**config.mk**
```make
export PLATFORM = sky130hd
export DESIGN_NAME = prog_load_ctrl
export DESIGN_NICKNAME = d
export VERILOG_FILES = /design/src/rtl/prog_load_ctrl.sv
export SDC_FILE = /design/constraint.sdc
export NUM_CORES = 1
export LEC_CHECK = 0
export ABC_CLOCK_PERIOD_IN_PS = 3480
export BUFFER_PORTS_ARGS = -buffer_cell sky130_fd_sc_hd__clkbuf_2
export CORE_UTILIZATION = 40
export DETAILED_ROUTE_END_ITERATION = 12
export HOLD_SLACK_MARGIN = 0.03
export PLACE_DENSITY = 0.65
export SETUP_SLACK_MARGIN = 0.15
export SKIP_LAST_GASP = 1
export SYNTH_ARGS = -nofsm -noshare
export SYNTH_HDL_FRONTEND = slang
export SYNTH_SLANG_ARGS = --single-unit
```
**constraint.sdc**
```tcl
create_clock -name CLK -period 3.48 [get_ports CLK]
set_input_delay 0.522 -clock CLK [delete_from_list [all_inputs] [get_ports CLK]]
set_output_delay 0.522 -clock CLK [all_outputs]
set_load 0.1 [all_outputs]
```
**src/rtl/prog_load_ctrl.sv**
```systemverilog
// prog_load_ctrl: streams a program into instruction memory, then boots and times the CPU.
// Optional readback checksum stage is enabled by defining VERIFY_READBACK_EN.
module prog_load_ctrl #(
  parameter int DATA_W         = 16,
  parameter int ADDR_W         = 8,
  parameter int CPU_RST_CYCLES = 9,
  parameter int CNT_W          = 16
) (
  input  logic              CLK,
  input  logic              clr,
  input  logic              start,
  input  logic              abort,
  input  logic [ADDR_W:0]   prog_len,
  input  logic              s_valid,
  input  logic [DATA_W-1:0] s_data,
  output logic              s_ready,
  output logic              imem_we,
  output logic [ADDR_W-1:0] imem_addr,
  output logic [DATA_W-1:0] imem_wdata,
  input  logic [DATA_W-1:0] imem_rdata,
  output logic              cpu_clr_n,
  output logic              pc_en,
  input  logic              cpu_hlt,
  output logic              busy,
  output logic              done,
  output logic              error,
  output logic [1:0]        err_code,
  output logic [CNT_W-1:0]  cycle_count
);

  typedef enum logic [2:0] {
    S_IDLE,
    S_LOAD,
    S_VERIFY,
    S_CPU_RST,
    S_RUN,
    S_DONE,
    S_ERROR
  } state_t;

  localparam int RW = $clog2(CPU_RST_CYCLES + 1);
  localparam logic [RW-1:0] RST_LAST =
    RW'(CPU_RST_CYCLES - 1);
  localparam logic [ADDR_W:0] LEN_MAX =
    {1'b1, {ADDR_W{1'b0}}};
  localparam logic [CNT_W-1:0] CNT_SAT = '1;

  state_t             state;
  logic [ADDR_W:0]    len_q;
  logic [ADDR_W-1:0]  wr_addr;
  logic [RW-1:0]      rst_cnt;
  logic [1:0]         err_q;
  logic [CNT_W-1:0]   cnt_q;

  logic               accept;
  logic               last_wr;
  logic               len_bad;
  logic [CNT_W-1:0]   cnt_inc;

`ifdef VERIFY_READBACK_EN
  logic [DATA_W-1:0]  csum;
  logic [DATA_W-1:0]  vsum;
  logic [DATA_W-1:0]  vsum_fin;
  logic [ADDR_W:0]    vcnt;
  logic               v_last;

  // readback data lags the address by one cycle, so slot 0 carries nothing
  assign vsum_fin = vsum + ((vcnt != '0) ? imem_rdata : '0);
  assign v_last   = (vcnt == len_q);
`else
  logic unused_rdata;
  assign unused_rdata = ^imem_rdata;
`endif

  assign s_ready = (state == S_LOAD) && !abort;
  assign accept  = s_valid && s_ready;
  assign imem_we = accept;
  assign imem_wdata = (state == S_LOAD) ? s_data : '0;
  assign last_wr = ({1'b0, wr_addr} == (len_q - 1'b1));
  assign len_bad = (prog_len == '0) || (prog_len > LEN_MAX);
  assign cnt_inc = cnt_q + 1'b1;

  always_comb begin
    imem_addr = '0;
    if (state == S_LOAD) begin
      imem_addr = wr_addr;
    end
`ifdef VERIFY_READBACK_EN
    else if (state == S_VERIFY) begin
      imem_addr = vcnt[ADDR_W-1:0];
    end
`endif
  end

  assign cpu_clr_n   = (state == S_RUN);
  assign pc_en       = (state == S_RUN) ||
                       (state == S_CPU_RST);
  assign busy        = (state != S_IDLE) &&
                       (state != S_DONE) &&
                       (state != S_ERROR);
  assign done        = (state == S_DONE);
  assign error       = (state == S_ERROR);
  assign err_code    = err_q;
  assign cycle_count = cnt_q;

  always_ff @(posedge CLK or posedge clr) begin
    if (clr) begin
      state   <= S_IDLE;
      len_q   <= '0;
      wr_addr <= '0;
      rst_cnt <= '0;
      err_q   <= '0;
      cnt_q   <= '0;
`ifdef VERIFY_READBACK_EN
      csum    <= '0;
      vsum    <= '0;
      vcnt    <= '0;
`endif
    end else if (abort) begin
      state <= S_IDLE;
      err_q <= '0;
      cnt_q <= '0;
    end else begin
      case (state)
        S_IDLE, S_DONE, S_ERROR: begin
          if (start) begin
            len_q   <= prog_len;
            wr_addr <= '0;
            cnt_q   <= '0;
            err_q   <= '0;
`ifdef VERIFY_READBACK_EN
            csum    <= '0;
`endif
            if (len_bad) begin
              state <= S_ERROR;
              err_q <= 2'd1;
            end else begin
              state <= S_LOAD;
            end
          end
        end
        S_LOAD: begin
          if (accept) begin
`ifdef VERIFY_READBACK_EN
            csum <= csum + s_data;
`endif
            if (last_wr) begin
              rst_cnt <= '0;
`ifdef VERIFY_READBACK_EN
              vsum  <= '0;
              vcnt  <= '0;
              state <= S_VERIFY;
`else
              state <= S_CPU_RST;
`endif
            end else begin
              wr_addr <= wr_addr + 1'b1;
            end
          end
        end
`ifdef VERIFY_READBACK_EN
        S_VERIFY: begin
          if (v_last) begin
            if (vsum_fin != csum) begin
              state <= S_ERROR;
              err_q <= 2'd2;
            end else begin
              rst_cnt <= '0;
              state   <= S_CPU_RST;
            end
          end else begin
            vsum <= vsum_fin;
            vcnt <= vcnt + 1'b1;
          end
        end
`endif
        S_CPU_RST: begin
          if (rst_cnt == RST_LAST) begin
            state <= S_RUN;
          end else begin
            rst_cnt <= rst_cnt + 1'b1;
          end
        end
        S_RUN: begin
          // HLT takes priority over a saturating count in the same cycle
          if (cpu_hlt) begin
            state <= S_DONE;
          end else begin
            cnt_q <= cnt_inc;
            if (cnt_inc == CNT_SAT) begin
              state <= S_ERROR;
              err_q <= 2'd3;
            end
          end
        end
        default: state <= S_IDLE;
      endcase
    end
  end

endmodule

```
==> summary.txt <==
Synthesis
  • Synthesis Warnings: 0
  • Most instantiated library cell after synthesis: nand2_1
  • Main synth FF type: dfrtp_1
  • Avg Inst Size Synth: 7.82 um2
  • Area leader, netlist: dfrtp_1
  • Seq cells post-synth: 42
  • Sequential area share after synthesis: 0.334
  • Share of flip-flops with an asynchronous set or reset: 1.00
  • EDFF count, synth: 0
  • Net Count, Synth: 455
  • Mapped Area: 0.00315 mm2
  • Top post-synthesis cells by area: dfrtp_1 33%, nand2_1 7.3%, o21ai_0 5.4%
  • Mapped Cells: 402
  • Post-synthesis cell type count: 57
  • Post-synth top cells: 61 x nand2_1, 42 x dfrtp_1, 34 x o21ai_0
  • Yosys top cell area share: 0.334

Clock network
  • TritonCTS buffer count: 5
  • Clock Tree Buf Depth: 2
  • Setup Buffers After CTS: 0
  • CTS tree: yes
  • H-tree Lvls: 2
  • CTS root buf: clkbuf_8
  • Clock slew seen by the registers of the worst setup and hold paths: 0.09 ns
  • CTS Hold Bufs: 0
  • Post-CTS resize count: 0
  • Worst skew pair latency: 0.30 ns
  • Num Clock Sinks: 42

STA
  • Measured slew at the worst slew-check pin: 0.735 ns
  • FMAX: 0.353 GHz
  • Total negative slack: 0 ns
  • Slew Viols, Final: 0
  • Setup violations, final: 0
  • Final hold violation count: 0
  • Relative slew slack: 0.508
  • Fin crit share: 0.815
  • Clock Skews: 0.0127 ns
  • RSZ-0062 raised after global routing: no
  • Clock period minus worst slack: 2.84 ns

Floorplanning
  • Die area: 0.00822 mm2
  • Core box area: 0.00741 mm2
  • Initial Util: 0.425
  • Die H: 90.7 um
  • IO Pins: 96
  • Core Rows: 31
  • Die X-Extent: 90.7 um

Pwr
  • Clock network fraction of total power: 0.138
  • Logic pwr share: 0.557
  • Pwr dens: 655 mW/mm2
  • Switching Power: 0.00131 W
  • Pleak: 1.76 nW
  • Switching part of the total: 0.540
  • P_int: 0.00111 W
  • Flop pwr share: 0.305
  • Worst vdd ir: 0.252 mV
  • Final Power: 0.00242 W

Cells and area
  • Area occupied by registers: 0.00105 mm2
  • Ant. Diodes: 0
  • # nets final: 518
  • Share of layout cells above drive strength 1: 0.215
  • Number of fill cells: 748
  • Multi-input gate area: 0.00193 mm2
  • Area grow syn2layout: 17.3%

Critical path
  • Req. time, crit path: 3.68 ns
  • Worst setup EP type: flop
  • R2r setup slk: 0.64 ns
  • R2r startpoint: cycle_count[1]$_DFFE_PP0P_
  • Crit Path Class: reg2reg
  • Reg2Reg Capture Point: state[1]$_DFFE_PP0P_
  • CP arrival: 3.03 ns
  • Crit-path max FO: 11
  • Worst R2R Path Depth: 7
  • CP Launch Type: flop

Placed design
  • Port Buf Inserts: 79
  • DP HPWL: 5830 um
  • Final Wtd Congestion: 0.797

Global route
  • GRT met3 Usage: 0.0404
  • Initial antenna violation count: 0
  • First-pass GRT wire length: 13700 um
  • GR Util met2: 0.345
  • Gr ovfl total: 0
  • Gr usage total: 0.200
  • GRT busiest layer: met2
  • Met1 Track Usage GR: 0.257
  • Pin count of the biggest net entering global routing: 43
  • Vias in the first global route: 2877

Worst hold path
  • Hold crit path type: in2async

Flow run
  • Max-cap violations: 0

Routing
  • WL final: 8040 um
  • Routed via count: 3136
  • Remaining DRCs: 0
  • First-pass DRT Iterations: 4
  • Starting DRT DRC Count: 161
  • Wire per inst: 14.2 um
  • Vias/cell: 5.55
  • Final ANT Viol Nets: 0

Run status
  • Status: complete, no violations
## power groups by stage
stage                     logic [W]  clock network (W)  registers (W)
final                       0.00135           0.000334       0.000737
after global routing        0.00147           0.000373       0.000757
after CTS                   0.00135           0.000348       0.000733
after detailed placement    0.00135                  0       0.000744
after global placement      0.00133                  0       0.000740
after floorplan             0.00110                  0       0.000739
## routing by layer
| metal | wire (um) | vias up |
|---|---|---|
| li1 | - | 1578 |
| met3 | 423 | 5 |
| met1 | 3790 | 1460 |
| met2 | 3760 | 93 |
| met5 | 0 | - |
| met4 | 61 | 0 |
## placed cells by master, fill, tap and decap left out, types with 2 or more instances in the layout
master,instances
nand3_1,11
nand3b_1,5
ha_1,6
buf_4,5
o21ai_1,2
o31ai_1,5
o21a_1,2
nand2b_1,10
maj3_1,2
nor3_1,9
a41oi_1,2
a2111oi_0,2
nand2_1,61
a211oi_1,7
a21o_1,3
clkbuf_8,6
inv_1,16
nor2_1,29
clkbuf_2,79
xor2_1,9
o2bb2ai_1,2
nand4_1,10
mux2i_1,11
a2111o_1,3
dfrtp_1,42
and3_1,27
a21oi_1,9
o21ai_0,34
xnor2_1,7
a31oi_1,7
a2bb2oi_1,3
or3_1,4
or2_2,2
nand4b_1,2
nor4_1,8
## worst max-delay path, stage by stage, from the launching register on
cell	delay, ns
dfrtp_1	0.55
ha_1	0.33
nand3_1	0.25
nor4_1	0.60
xnor2_1	0.17
nor4_1	0.36
a31oi_1	0.18
o31ai_1	0.30
## sequential cells by signal, summed over array words and instances (netlist names)
name	count
cycle_count	16
len_q	9
wr_addr	8
rst_cnt	4
state	3
err_code	2
## kinds of logic (layout without fill, tap and decap cells)
group | after synthesis | after routing | synth area share
xor gates and xnor gates | 16 | 16 | 0.0446
adders and majority gates | 8 | 8 | 0.0302
and+or+nand+nor | 186 | 186 | 0.298
buffers and inverters | 44 | 108 | 0.0541
AOI/OAI and AO/OA | 95 | 95 | 0.204
DFF | 42 | 42 | 0.334
muxes | 11 | 11 | 0.0350
## per-stage QoR
step                       util  cell area (um2)  hold slack, ns  instances  setup WS, ns
final                     0.498             3690           0.329        565         0.645
after global placement    0.486             3600           0.493        557         0.761
after detailed placement  0.486             3600           0.497        557         0.697
after floorplan               -             3150           0.461        402         0.585
after CTS                 0.498             3690           0.349        565         0.674
after global routing      0.498             3690           0.386        565         0.428
## area by class of cell
| type | instances | area share |
|---|---|---|
| Multi-Input combinational cell | 316 | 0.523 |
| Sequential cell | 42 | 0.285 |
| Timing Repair Buffer | 84 | 0.117 |
| Tap cell | 99 | 0.0336 |
| Clock buffer | 7 | 0.0234 |
| Inverter | 16 | 0.0163 |
| Clock inverter | 1 | 0.00136 |
## worst max-delay path by stage
stage,start,to,slack (ns),cells past startpoint
2_1_floorplan,cycle_count[4]$_DFFE_PP0P_,err_code[1]$_DFFE_PP0P_,0.59,7
5_1_grt,cycle_count[1]$_DFFE_PP0P_,state[1]$_DFFE_PP0P_,0.43,7
3_5_place_dp,cycle_count[1]$_DFFE_PP0P_,state[1]$_DFFE_PP0P_,0.70,7
6_report,cycle_count[1]$_DFFE_PP0P_,state[1]$_DFFE_PP0P_,0.64,7
4_1_cts,cycle_count[1]$_DFFE_PP0P_,state[1]$_DFFE_PP0P_,0.67,7
3_3_place_gp,len_q[0]$_DFFE_PP0P_,rst_cnt[1]$_DFFE_PP0P_,0.76,8
Power figures use the tool's default switching activity.
